<file path="src/rtl/and_32_if.sv">
// ---------------------------------------------------------------------------
// and_32_if
//   Operand/result bundle for the and_32 bitwise AND unit.
//
//   Signals
//     X          operand A                               (master -> slave)
//     Y          operand B                               (master -> slave)
//     result     registered X & Y                        (slave -> master)
//     zero       registered flag, 1 when X & Y == 0      (slave -> master)
//     ones_count registered popcount of X & Y            (slave -> master)
//
//   Modports
//     master  the operand source; drives X/Y and observes the results
//     slave   the AND unit itself
// ---------------------------------------------------------------------------
interface and_32_if #(
    parameter int WIDTH = 32,
    parameter int CNT_W = 6
);
    logic [WIDTH-1:0] X;
    logic [WIDTH-1:0] Y;
    logic [WIDTH-1:0] result;
    logic             zero;
    logic [CNT_W-1:0] ones_count;

    modport master (
        output X,
        output Y,
        input  result,
        input  zero,
        input  ones_count
    );

    modport slave (
        input  X,
        input  Y,
        output result,
        output zero,
        output ones_count
    );
endinterface : and_32_if

</file>
<file path="src/rtl/and_32.sv">
// ---------------------------------------------------------------------------
// and_32
//   Bitwise AND unit for the AND/ANDI result path of the ALU. Computes
//   X & Y together with zero and population-count status and registers all
//   three on the rising edge of clk. Fully pipelined, one cycle latency,
//   one result per cycle, no handshake.
//
//   Ports
//     clk    system clock, all state updates on the rising edge
//     rst_n  synchronous active-low reset; forces result=0, zero=1,
//            ones_count=0 and takes priority over operand capture
//     bus    and_32_if.slave: X, Y in; result, zero, ones_count out
//
//   Parameters
//     WIDTH  operand/result width, any value >= 2
//     CNT_W  width of ones_count, must be $clog2(WIDTH)+1
// ---------------------------------------------------------------------------
module and_32 #(
    parameter int WIDTH = 32,
    parameter int CNT_W = 6
) (
    input  logic          clk,
    input  logic          rst_n,
    and_32_if.slave       bus
);

    // Popcount tree geometry: leaves are padded up to a power of two so every
    // level halves cleanly. Nodes are stored heap-style in one flat array:
    // node k has children 2k+1 and 2k+2, leaves occupy [LEAVES-1 : 2*LEAVES-2],
    // and node 0 is the root (the total count).
    localparam int LEVELS = $clog2(WIDTH);
    localparam int LEAVES = 1 << LEVELS;
    localparam int NODES  = 2 * LEAVES - 1;

    logic [WIDTH-1:0] and_w;
    logic [CNT_W-1:0] node [NODES];

    assign and_w = bus.X & bus.Y;

    // Leaf level: one bit of X & Y each, zero-extended; padding leaves are 0.
    for (genvar i = 0; i < LEAVES; i++) begin : g_leaf
        if (i < WIDTH) begin : g_bit
            assign node[LEAVES - 1 + i] = {{(CNT_W-1){1'b0}}, and_w[i]};
        end else begin : g_pad
            assign node[LEAVES - 1 + i] = '0;
        end
    end

    // One adder stage per tree level, root level first. Every partial sum is
    // bounded by WIDTH, so CNT_W bits never overflow at any level.
    for (genvar l = 0; l < LEVELS; l++) begin : g_level
        for (genvar k = (1 << l) - 1; k < (2 << l) - 1; k++) begin : g_node
            assign node[k] = node[2*k + 1] + node[2*k + 2];
        end
    end

    // All three outputs come from the same operand pair and the same edge, so
    // they stay mutually consistent, including the first cycle after reset.
    // NOTE: sequential state uses non-blocking assignments so every flop
    // samples pre-edge values regardless of statement order.
    always_ff @(posedge clk) begin
        if (!rst_n) begin
            bus.result     <= '0;
            bus.zero       <= 1'b1;
            bus.ones_count <= '0;
        end else begin
            bus.result     <= and_w;
            bus.zero       <= ~|and_w;
            bus.ones_count <= node[0];
        end
    end

endmodule : and_32

</file>
<file path="src/flat_wrapper.sv">
// flat-port wrapper written by rule: the top's interface ports become plain ports
module and_32_flat 
#(
    parameter int WIDTH = 32,
    parameter int CNT_W = 6
)
  (clk, rst_n, bus_X, bus_Y, bus_result, bus_zero, bus_ones_count);
  and_32_if #(.WIDTH(WIDTH), .CNT_W(CNT_W)) bus_i ();
  input  logic clk;
  input  logic rst_n;
  input wire logic [$bits(bus_i.X)-1:0] bus_X;
  input wire logic [$bits(bus_i.Y)-1:0] bus_Y;
  output wire logic [$bits(bus_i.result)-1:0] bus_result;
  output wire logic [$bits(bus_i.zero)-1:0] bus_zero;
  output wire logic [$bits(bus_i.ones_count)-1:0] bus_ones_count;
  assign bus_i.X = bus_X;
  assign bus_i.Y = bus_Y;
  assign bus_result = bus_i.result;
  assign bus_zero = bus_i.zero;
  assign bus_ones_count = bus_i.ones_count;
  and_32 #(.WIDTH(WIDTH), .CNT_W(CNT_W)) u_core (.clk(clk), .rst_n(rst_n), .bus(bus_i));
endmodule
</file>
<file path="config.mk">
export PLATFORM = sky130hd
export DESIGN_NAME = and_32_flat
export DESIGN_NICKNAME = d
export VERILOG_FILES = /design/src/rtl/and_32_if.sv /design/src/rtl/and_32.sv /design/src/flat_wrapper.sv
export SDC_FILE = /design/constraint.sdc
export NUM_CORES = 1
export LEC_CHECK = 0
export CAP_MARGIN = 20
export CELL_PAD_IN_SITES_DETAIL_PLACEMENT = 1
export CELL_PAD_IN_SITES_GLOBAL_PLACEMENT = 1
export CORE_ASPECT_RATIO = 0.7
export CORE_UTILIZATION = 26
export CTS_CLUSTER_SIZE = 16
export DETAILED_ROUTE_END_ITERATION = 10
export HOLD_SLACK_MARGIN = 0.12
export PLACE_DENSITY = 0.76
export SKIP_LAST_GASP = 1
export SYNTH_ARGS = -nofsm -noshare
export SYNTH_HDL_FRONTEND = slang
export SYNTH_SLANG_ARGS = --single-unit
</file>
<file path="constraint.sdc">
create_clock -name clk -period 7.5 [get_ports clk]
set_clock_uncertainty 0.05 [all_clocks]
set_input_delay 1.5 -clock clk [delete_from_list [all_inputs] [get_ports clk]]
set_output_delay 1.5 -clock clk [all_outputs]
set_load 0.01 [all_outputs]
</file>
==> results of run 1 <==
-- critical path, cell delays in order --
cell and delay, ns:
clkdlybuf4s50_1 0.45, nand2_1 0.15, fa_1 0.59, inv_1 0.06
fa_1 0.39, fa_1 0.56, fa_1 0.44, fa_1 0.55
inv_1 0.06, fa_1 0.59, inv_1 0.06, ha_1 0.28
a21o_1 0.19, a21oi_1 0.25, o21ai_0 0.11, and3_1 0.18
-- layer usage --
layer / vias up / routed length (um)
met1: 821 / 2790
met2: 72 / 2590
met3: 7 / 472
met5: - / 0
li1: 811 / -
met4: 0 / 60
-- cell families after synthesis --
group / count (synthesis) / share of synthesized area, %
flip-flops: 39 / 39.1
XOR/XNOR: 1 / 0.439
AO/OA/AOI/OAI: 7 / 2.76
AND/OR/NAND/NOR: 83 / 24.0
buffers and inverters: 24 / 4.52
adder cells (fa/ha/maj): 32 / 29.1
-- state kept, by name, indices dropped and copies added, names as in the netlist --
| signal | cells |
|---|---|
| u_core.bus.ones_count | 6 |
| u_core.bus.zero | 1 |
| u_core.bus.result | 32 |
-- path summary, 6_finish.rpt --
check / cells after the start / end / start
max: 16 / u_core.bus.ones_count[5]$_SDFF_PN0_ / bus_X[11]
min: 2 / u_core.bus.result[24]$_SDFF_PN0_ / bus_Y[24]
-- synthesized netlist by cell type, types with 2 or more instances --
library cell and count:
ha_1 8, nor2_1 12, nand4_1 2, and3_1 25
nor3_1 2, nor2b_1 2, dfxtp_1 39, or4_1 4
fa_1 24, nand2_1 8, clkbuf_1 3, inv_1 20
and2_1 24
-- report_power, final --
| part | leakage, nW | switching, mW | internal [mW] |
|---|---|---|---|
| Combinational | 1.06 | 0.209 | 0.216 |
| Clock | 0.0513 | 0.0753 | 0.0976 |
| Sequential | 0.321 | 0.00494 | 0.228 |
| Total | 1.44 | 0.290 | 0.541 |
-- area by class of cell --
class	instances	area (sq um)	area share (%)
Clock buffer	6	72.6	2.23
Inverter	21	78.8	2.43
Tap cell	98	123	3.77
Timing Repair Buffer	104	1040	32.0
Multi-Input combinational cell	123	1120	34.6
Sequential cell	39	781	24.0
Clock inverter	1	30.0	0.924
-- through the flow --
stage               cell area (sq um)  instances
detailed placement               3150        385
global placement                 3150        385
CTS                              3250        392
floorplan                        1990        186
finish                           3250        392
global route                     3250        392
==> flow_summary.json, run 1 <==
{
  "synthCells": 186,
  "overflow": 0,
  "use_met2_pct": 24.2,
  "grt_use_total_pct": 15.6,
  "leakagePower_nw": 1.44,
  "critical_path_peak_fanout": 3,
  "drt_pass1_iterations": 4,
  "fin_setup_tns_ns": 0,
  "n_antenna_cell": 0,
  "synth_enable_flop_cells": 0,
  "drt-initial-drc-count": 22,
  "hold_path_class": "input pin to register",
  "grt_max_degree": 29,
  "path_clk_slew_ns": 0.08,
  "fp.dieH_um": 75.3,
  "synth-main-ff-cell": "dfxtp_1",
  "cap_violations": 0,
  "numPortBuffers": 104,
  "hold-worst-slack_ns": 1.74,
  "synthArstFlopShare_pct": 0,
  "synth_area_leaders": "dfxtp_1 (39%), fa_1 (24%), and3_1 (7.8%)",
  "drt-total-wl_mm": 5.91,
  "period_needed_ns": 6.28,
  "layout_commonest_cell": "clkdlybuf4s50_1",
  "cts_setup_buffers": 0,
  "syn_area_per_cell_sq_um": 10.7,
  "clkSinkCount": 39,
  "finalPower_uw": 831,
  "antenna_found_initial": 0,
  "cts_tree": "yes",
  "layout_setup_ws_ns": 1.22,
  "post-route-util_pct": 44.2,
  "tritoncts.num_buffers": 5,
  "drv_slew": 0,
  "ctsHtreeMaxLevel": 2,
  "drive_gt1_share_pct": 3.40,
  "tightestPinTransition_ns": 0.978,
  "cp_data_required_time_ns": 7.63,
  "fill_cells": 819,
  "die_area_sq_um": 8030,
  "die_x_um": 107,
  "ys_warn_count": 0,
  "peakVddDrop_mv": 0.124,
  "grt_pass1_wl_mm": 9.08,
  "start_util_pct": 27.1,
  "coreArea_sq_um": 7350,
  "route.detailed.drc": 0,
  "critical_path_class": "input pin to register",
  "synth_nets": 284,
  "vias_per_cell": 4.36,
  "start_kind": "input pin",
  "relSlewSlack_pct": 34.6,
  "synth-seq-cells": 39,
  "rows": 26,
  "post-place-ws_ns": 0.894,
  "synth_cell_types": 26,
  "grt_pass1_vias": 1751,
  "globalRouteMet1Util_pct": 20.9,
  "cp-end-kind": "register",
  "routabilityCongestion": 0.778,
  "routedWlPerCell_um": 15.1,
  "use_met3_pct": 5.02,
  "yosys.area.top_type": "dfxtp_1",
  "critPathArrivalTime_ns": 6.41,
  "setup_viol_count_final": 0,
  "hpwl_mm": 5.00,
  "fmax_mhz": 159,
  "p_per_area_nw_per_um2": 256,
  "cts_max_path_buffers": 2,
  "fin_crit_sh_pct": 83.8,
  "cts_resized": 0,
  "final_cell_mix": "clkdlybuf4s50_1 (104), dfxtp_1 (39), and3_1 (25), and2_1 (24), fa_1 (24)",
  "outcome": "finished clean",
  "syn_to_final_growth_pct": 62.9,
  "vias": 1711,
  "final_nets": 392,
  "syn_area_sq_um": 1990,
  "synth_top_area_share_pct": 39.1,
  "ant_nets": 0,
  "hold_violations": 0,
  "rsz0062_at_grt": "false",
  "cts_root_buf": "clkbuf_8",
  "grt_busiest_layer": "met2",
  "pin_count": 105,
  "holdBufCountCts": 0,
  "synth-seq-area-share_pct": 39.1
}
Note: power is estimated with default switching activity, not from simulation.
==> inputs of run 2 (changes only) <==
--- a/config.mk
+++ b/config.mk
@@ -13,7 +13,7 @@
 export CTS_CLUSTER_SIZE = 16
 export DETAILED_ROUTE_END_ITERATION = 10
 export HOLD_SLACK_MARGIN = 0.12
-export PLACE_DENSITY = 0.76
+export PLACE_DENSITY = 0.79
 export SKIP_LAST_GASP = 1
 export SYNTH_ARGS = -nofsm -noshare
 export SYNTH_HDL_FRONTEND = slang
==> constraint.sdc (replaced) <==
create_clock -name clk -period 5.6 [get_ports clk]
set_clock_uncertainty 0.05 [all_clocks]
set_input_delay 1.12 -clock clk [delete_from_list [all_inputs] [get_ports clk]]
set_output_delay 1.12 -clock clk [all_outputs]
set_load 0.01 [all_outputs]
==> flow_summary.json, run 2 (same netlist as run 1, synthesis figures left out) <==
{
  "cts_max_path_buffers": 2,
  "die_x_um": 107,
  "drt-initial-drc-count": 26,
  "syn_to_final_growth_pct": 75.5,
  "reg.largest.list": "u_core.bus.result (32), u_core.bus.ones_count (6), u_core.bus.zero (1)",
  "cts_root_buf": "clkbuf_8",
  "routedWlPerCell_um": 15.2,
  "cp_num_buf_inv": 5,
  "largest-register": "u_core.bus.result",
  "max_stage_delay_ns": 0.56,
  "rsz0062_at_grt": "false",
  "top_layer": "met4",
  "fp.dieH_um": 75.3,
  "peakVddDrop_mv": 0.164,
  "final_nets": 410,
  "clkSinkCount": 39,
  "m1WireLength_mm": 2.85,
  "route.detailed.drc": 0,
  "p_per_area_nw_per_um2": 367,
  "ctsHtreeMaxLevel": 2,
  "start_kind": "input pin",
  "antenna_found_initial": 0,
  "overflow": 0,
  "n_antenna_cell": 0,
  "grt_max_degree": 29,
  "drv_slew": 0,
  "cap_violations": 0,
  "pin_count": 105,
  "slowest_stage": "fa_1",
  "path_delay_family": "adder cells",
  "drt-total-wl_mm": 6.27,
  "cp_data_required_time_ns": 5.73,
  "grt_pass1_wl_mm": 9.60,
  "leakagePower_nw": 1.70,
  "wl_met2_mm": 2.86,
  "hold_path_class": "input pin to register",
  "relSlewSlack_pct": 31.8,
  "layout_commonest_cell": "clkdlybuf4s50_1",
  "dr_wl_met3_um": 526,
  "numPortBuffers": 104,
  "die_area_sq_um": 8030,
  "path_cells": "dlygate4sd2_1 -> and2_4 -> fa_1 -> fa_2 -> fa_2 -> fa_1 -> fa_1 -> fa_1 -> ha_2 -> inv_2 -> fa_2 -> nor2b_4 -> buf_4 -> buf_4 -> buf_4 -> nor3_1",
  "tritoncts.num_buffers": 5,
  "drive_gt1_share_pct": 18.5,
  "setup_viol_count_final": 0,
  "critical_path_peak_fanout": 2,
  "fin_crit_sh_pct": 97.3,
  "drt_pass1_iterations": 4,
  "path_clk_slew_ns": 0.08,
  "critPathArrivalTime_ns": 5.57,
  "start_util_pct": 27.1,
  "ant_nets": 0,
  "grt_pass1_vias": 1909,
  "final_cell_mix": "clkdlybuf4s50_1 (74), dfxtp_1 (39), and3_1 (25), fa_1 (20)",
  "coreArea_sq_um": 7350,
  "cp-end-kind": "register",
  "critical_path_class": "input pin to register",
  "critical_path.most_common_cell": "fa_1",
  "fin_cells": 411,
  "outcome": "finished clean",
  "cts_tree": "yes",
  "hpwl_mm": 5.09,
  "hold_violations": 0,
  "fmax_mhz": 184,
  "period_needed_ns": 5.45,
  "place_inst": 395,
  "routabilityCongestion": 0.753,
  "tightestPinTransition_ns": 1.02,
  "holdBufCountCts": 0,
  "rows": 26,
  "vias_per_cell": 4.31,
  "grt_use_total_pct": 16.3,
  "largest_reg_flops": 32,
  "vias": 1770,
  "fin_setup_tns_ns": 0
}
run 2: routing by layer:
metal | vias to the layer above | global-route usage, %
met5 | - | 0
li1 | 849 | -
met1 | 851 | 21.1
met3 | 3 | 5.54
met2 | 67 | 27.0
met4 | 0 | 3.20
run 2: final timing paths:
path	from	end	slack (ns)	cells past startpoint
worst max-delay path	bus_Y[21]	u_core.bus.ones_count[2]$_SDFF_PN0_	0.15	16
worst min-delay path	bus_Y[7]	u_core.bus.result[7]$_SDFF_PN0_	1.03	2
run 2: layout make-up:
cell class                 instances  area (sq um)
inverter                          21          78.8
fill                             851          3850
clock inverter                     3          67.6
timing repair buffer             122          1190
clock buffer                       5          68.8
tap                               98           123
sequential                        39           781
multi-input combinational        123          1190
run 2: per-stage QoR:
stage                     total power [mW]  hold slack, ns  area, sq um  setup slack [ns]  utilization (%)
final                                 1.29            1.03         3500             0.153             47.6
after global routing                  1.39            1.05         3500            0.0360             47.6
after CTS                             1.25            1.13         3410           0.00330             46.4
after detailed placement             0.906            1.67         3220            -0.545             43.8
after global placement               0.889            1.66         3220            -0.398             43.8
after floorplan                      0.697            1.20         1990             0.175                -
run 2: timing repair:
action | in CTS | in global routing
endpoints found under the setup margin | 3 | 4
gates resized for setup | 38 | 23
setup buffers | 4 | 4
pin swaps | 28 | 24
run 2: power breakdown:
part	total, mW	switching [mW]	internal (mW)
registers	0.311	0.00624	0.305
clock network	0.289	0.111	0.178
logic	0.685	0.322	0.363
==> inputs of run 3 (changes only) <==
--- a/config.mk
+++ b/config.mk
@@ -14,6 +14,7 @@
 export DETAILED_ROUTE_END_ITERATION = 10
 export HOLD_SLACK_MARGIN = 0.12
 export PLACE_DENSITY = 0.79
+export SETUP_SLACK_MARGIN = 0.1
 export SKIP_LAST_GASP = 1
 export SYNTH_ARGS = -nofsm -noshare
 export SYNTH_HDL_FRONTEND = slang
==> flow_summary.json, run 3 (same netlist as run 1, synthesis figures left out) <==
{
  "outcome": "finished clean",
  "placed_area_sq_um": 3220,
  "vias_per_cell": 4.30,
  "grt_use_total_pct": 16.6,
  "drt-total-wl_mm": 6.24,
  "critical_path_peak_fanout": 2,
  "pin_count": 105,
  "tightestPinTransition_ns": 1.01,
  "setup_viol_count_final": 0,
  "hold_violations": 0,
  "critPathArrivalTime_ns": 5.58,
  "relSlewSlack_pct": 32.5,
  "leakagePower_nw": 1.58,
  "drive_gt1_share_pct": 18.5,
  "start_kind": "input pin",
  "wl_met2_mm": 2.89,
  "m1WireLength_mm": 2.81,
  "rsz0062_at_grt": "true",
  "cts_root_buf": "clkbuf_8",
  "drt_pass1_iterations": 4,
  "cts_tree": "yes",
  "slowest_stage": "fa_2",
  "hold_start": "bus_Y[5]",
  "final_cell_mix": "clkdlybuf4s50_1 (74), dfxtp_1 (39), and3_1 (25), dlygate4sd2_1 (22), fa_1 (19)",
  "routabilityCongestion": 0.753,
  "routedWlPerCell_um": 15.2,
  "n_antenna_cell": 0,
  "hold_path_class": "input pin to register",
  "fp.dieH_um": 75.3,
  "dr_wl_met3_um": 534,
  "critical_path_class": "input pin to register",
  "fin_cells": 411,
  "drt-initial-drc-count": 18,
  "largest_reg_flops": 32,
  "largest-register": "u_core.bus.result",
  "clkSinkCount": 39,
  "syn_to_final_growth_pct": 73.5,
  "cp_data_required_time_ns": 5.77,
  "top_layer": "met3",
  "cap_violations": 0,
  "cts_max_path_buffers": 2,
  "hpwl_mm": 5.09,
  "multi_input_area_sq_um": 1190,
  "fill_cells": 851,
  "coreArea_sq_um": 7350,
  "route.detailed.drc": 0,
  "critical_path.most_common_cell": "fa_2",
  "die_area_sq_um": 8030,
  "stdcell_area_sq_um": 3460,
  "path_cells": "dlygate4sd2_1 -> and2_4 -> fa_1 -> fa_2 -> fa_2 -> fa_2 -> fa_1 -> fa_1 -> ha_2 -> inv_2 -> fa_2 -> nor2b_4 -> o21ai_2 -> nor3b_2 -> nor3_1",
  "fmax_mhz": 185,
  "peakVddDrop_mv": 0.164,
  "vias": 1766,
  "rows": 26,
  "grt_max_degree": 29,
  "layout_commonest_cell": "clkdlybuf4s50_1",
  "ant_nets": 0,
  "ctsHtreeMaxLevel": 2,
  "cp-end-kind": "register",
  "final_nets": 410,
  "overflow": 0,
  "die_x_um": 107,
  "grt_pass1_wl_mm": 9.79,
  "start_util_pct": 27.1,
  "place_inst": 395,
  "holdBufCountCts": 0,
  "period_needed_ns": 5.41,
  "reg.largest.list": "u_core.bus.result (32), u_core.bus.ones_count (6), u_core.bus.zero (1)",
  "p_per_area_nw_per_um2": 368,
  "antenna_found_initial": 0,
  "drv_slew": 0,
  "max_stage_delay_ns": 0.56,
  "numPortBuffers": 104,
  "seqCellArea_sq_um": 781,
  "grt_pass1_vias": 1936,
  "crit_start": "bus_Y[19]",
  "tritoncts.num_buffers": 5,
  "fin_crit_sh_pct": 96.6,
  "path_clk_slew_ns": 0.09
}
run 3: cell types whose count changed in the layout (fill, tap and decap cells not counted), sizes merged:
| cell | previous run | this run |
|---|---|---|
| dlygate4sd2 | 16 | 22 |
| dlymetal6s2s | 14 | 0 |
| clkdlybuf4s15 | 0 | 8 |
run 3: metal layers:
layer / vias up / global-route usage (%)
li1: 850 / -
met1: 848 / 21.3
met2: 68 / 27.7
met3: 0 / 5.54
met4: 0 / 3.20
met5: - / 0
run 3: critical path: cells and delay by family:
family	cells	cell delay (ns)
AOI/OAI and AO/OA	1	0.07
adders and majority gates	8	3.54
buffers and inverters	2	0.28
and+or+nand+nor	4	0.56
run 3: worst paths after layout:
path | to | slack [ns] | depth (start not counted)
max | u_core.bus.ones_count[4]$_SDFF_PN0_ | 0.19 | 15
min | u_core.bus.result[5]$_SDFF_PN0_ | 1.11 | 2
run 3: area by class of cell:
class,instances,area share (%)
multi-input combinational,123,34.5
timing repair buffer,122,33.2
sequential,39,22.6
tap,98,3.54
inverter,21,2.28
clock buffer,5,1.99
clock inverter,3,1.95
run 3: through the flow:
step / utilization [%] / total power [mW] / hold WS [ns] / worst slack, ns / TNS, ns
floorplan: - / 0.697 / 1.20 / 0.175 / 0
global placement: 43.8 / 0.889 / 1.66 / -0.398 / -1.48
detailed placement: 43.8 / 0.906 / 1.67 / -0.545 / -1.92
CTS: 46.7 / 1.26 / 1.13 / 0.120 / 0
global route: 47.1 / 1.38 / 1.11 / 0.0707 / 0
finish: 47.1 / 1.27 / 1.11 / 0.193 / 0
run 3: power breakdown:
| part | leakage [nW] | switching [mW] | internal [mW] | total, mW |
|---|---|---|---|---|
| registers | 0.321 | 0.00625 | 0.305 | 0.311 |
| clock network | 0.0644 | 0.110 | 0.178 | 0.288 |
| logic | 1.20 | 0.319 | 0.354 | 0.673 |
| total | 1.58 | 0.436 | 0.837 | 1.27 |
run 3: timing repair:
action	4_1_cts	5_1_grt
setup endpoints to repair	4	4
pin swaps	37	23
setup buffers	7	1
gates resized for setup	59	10
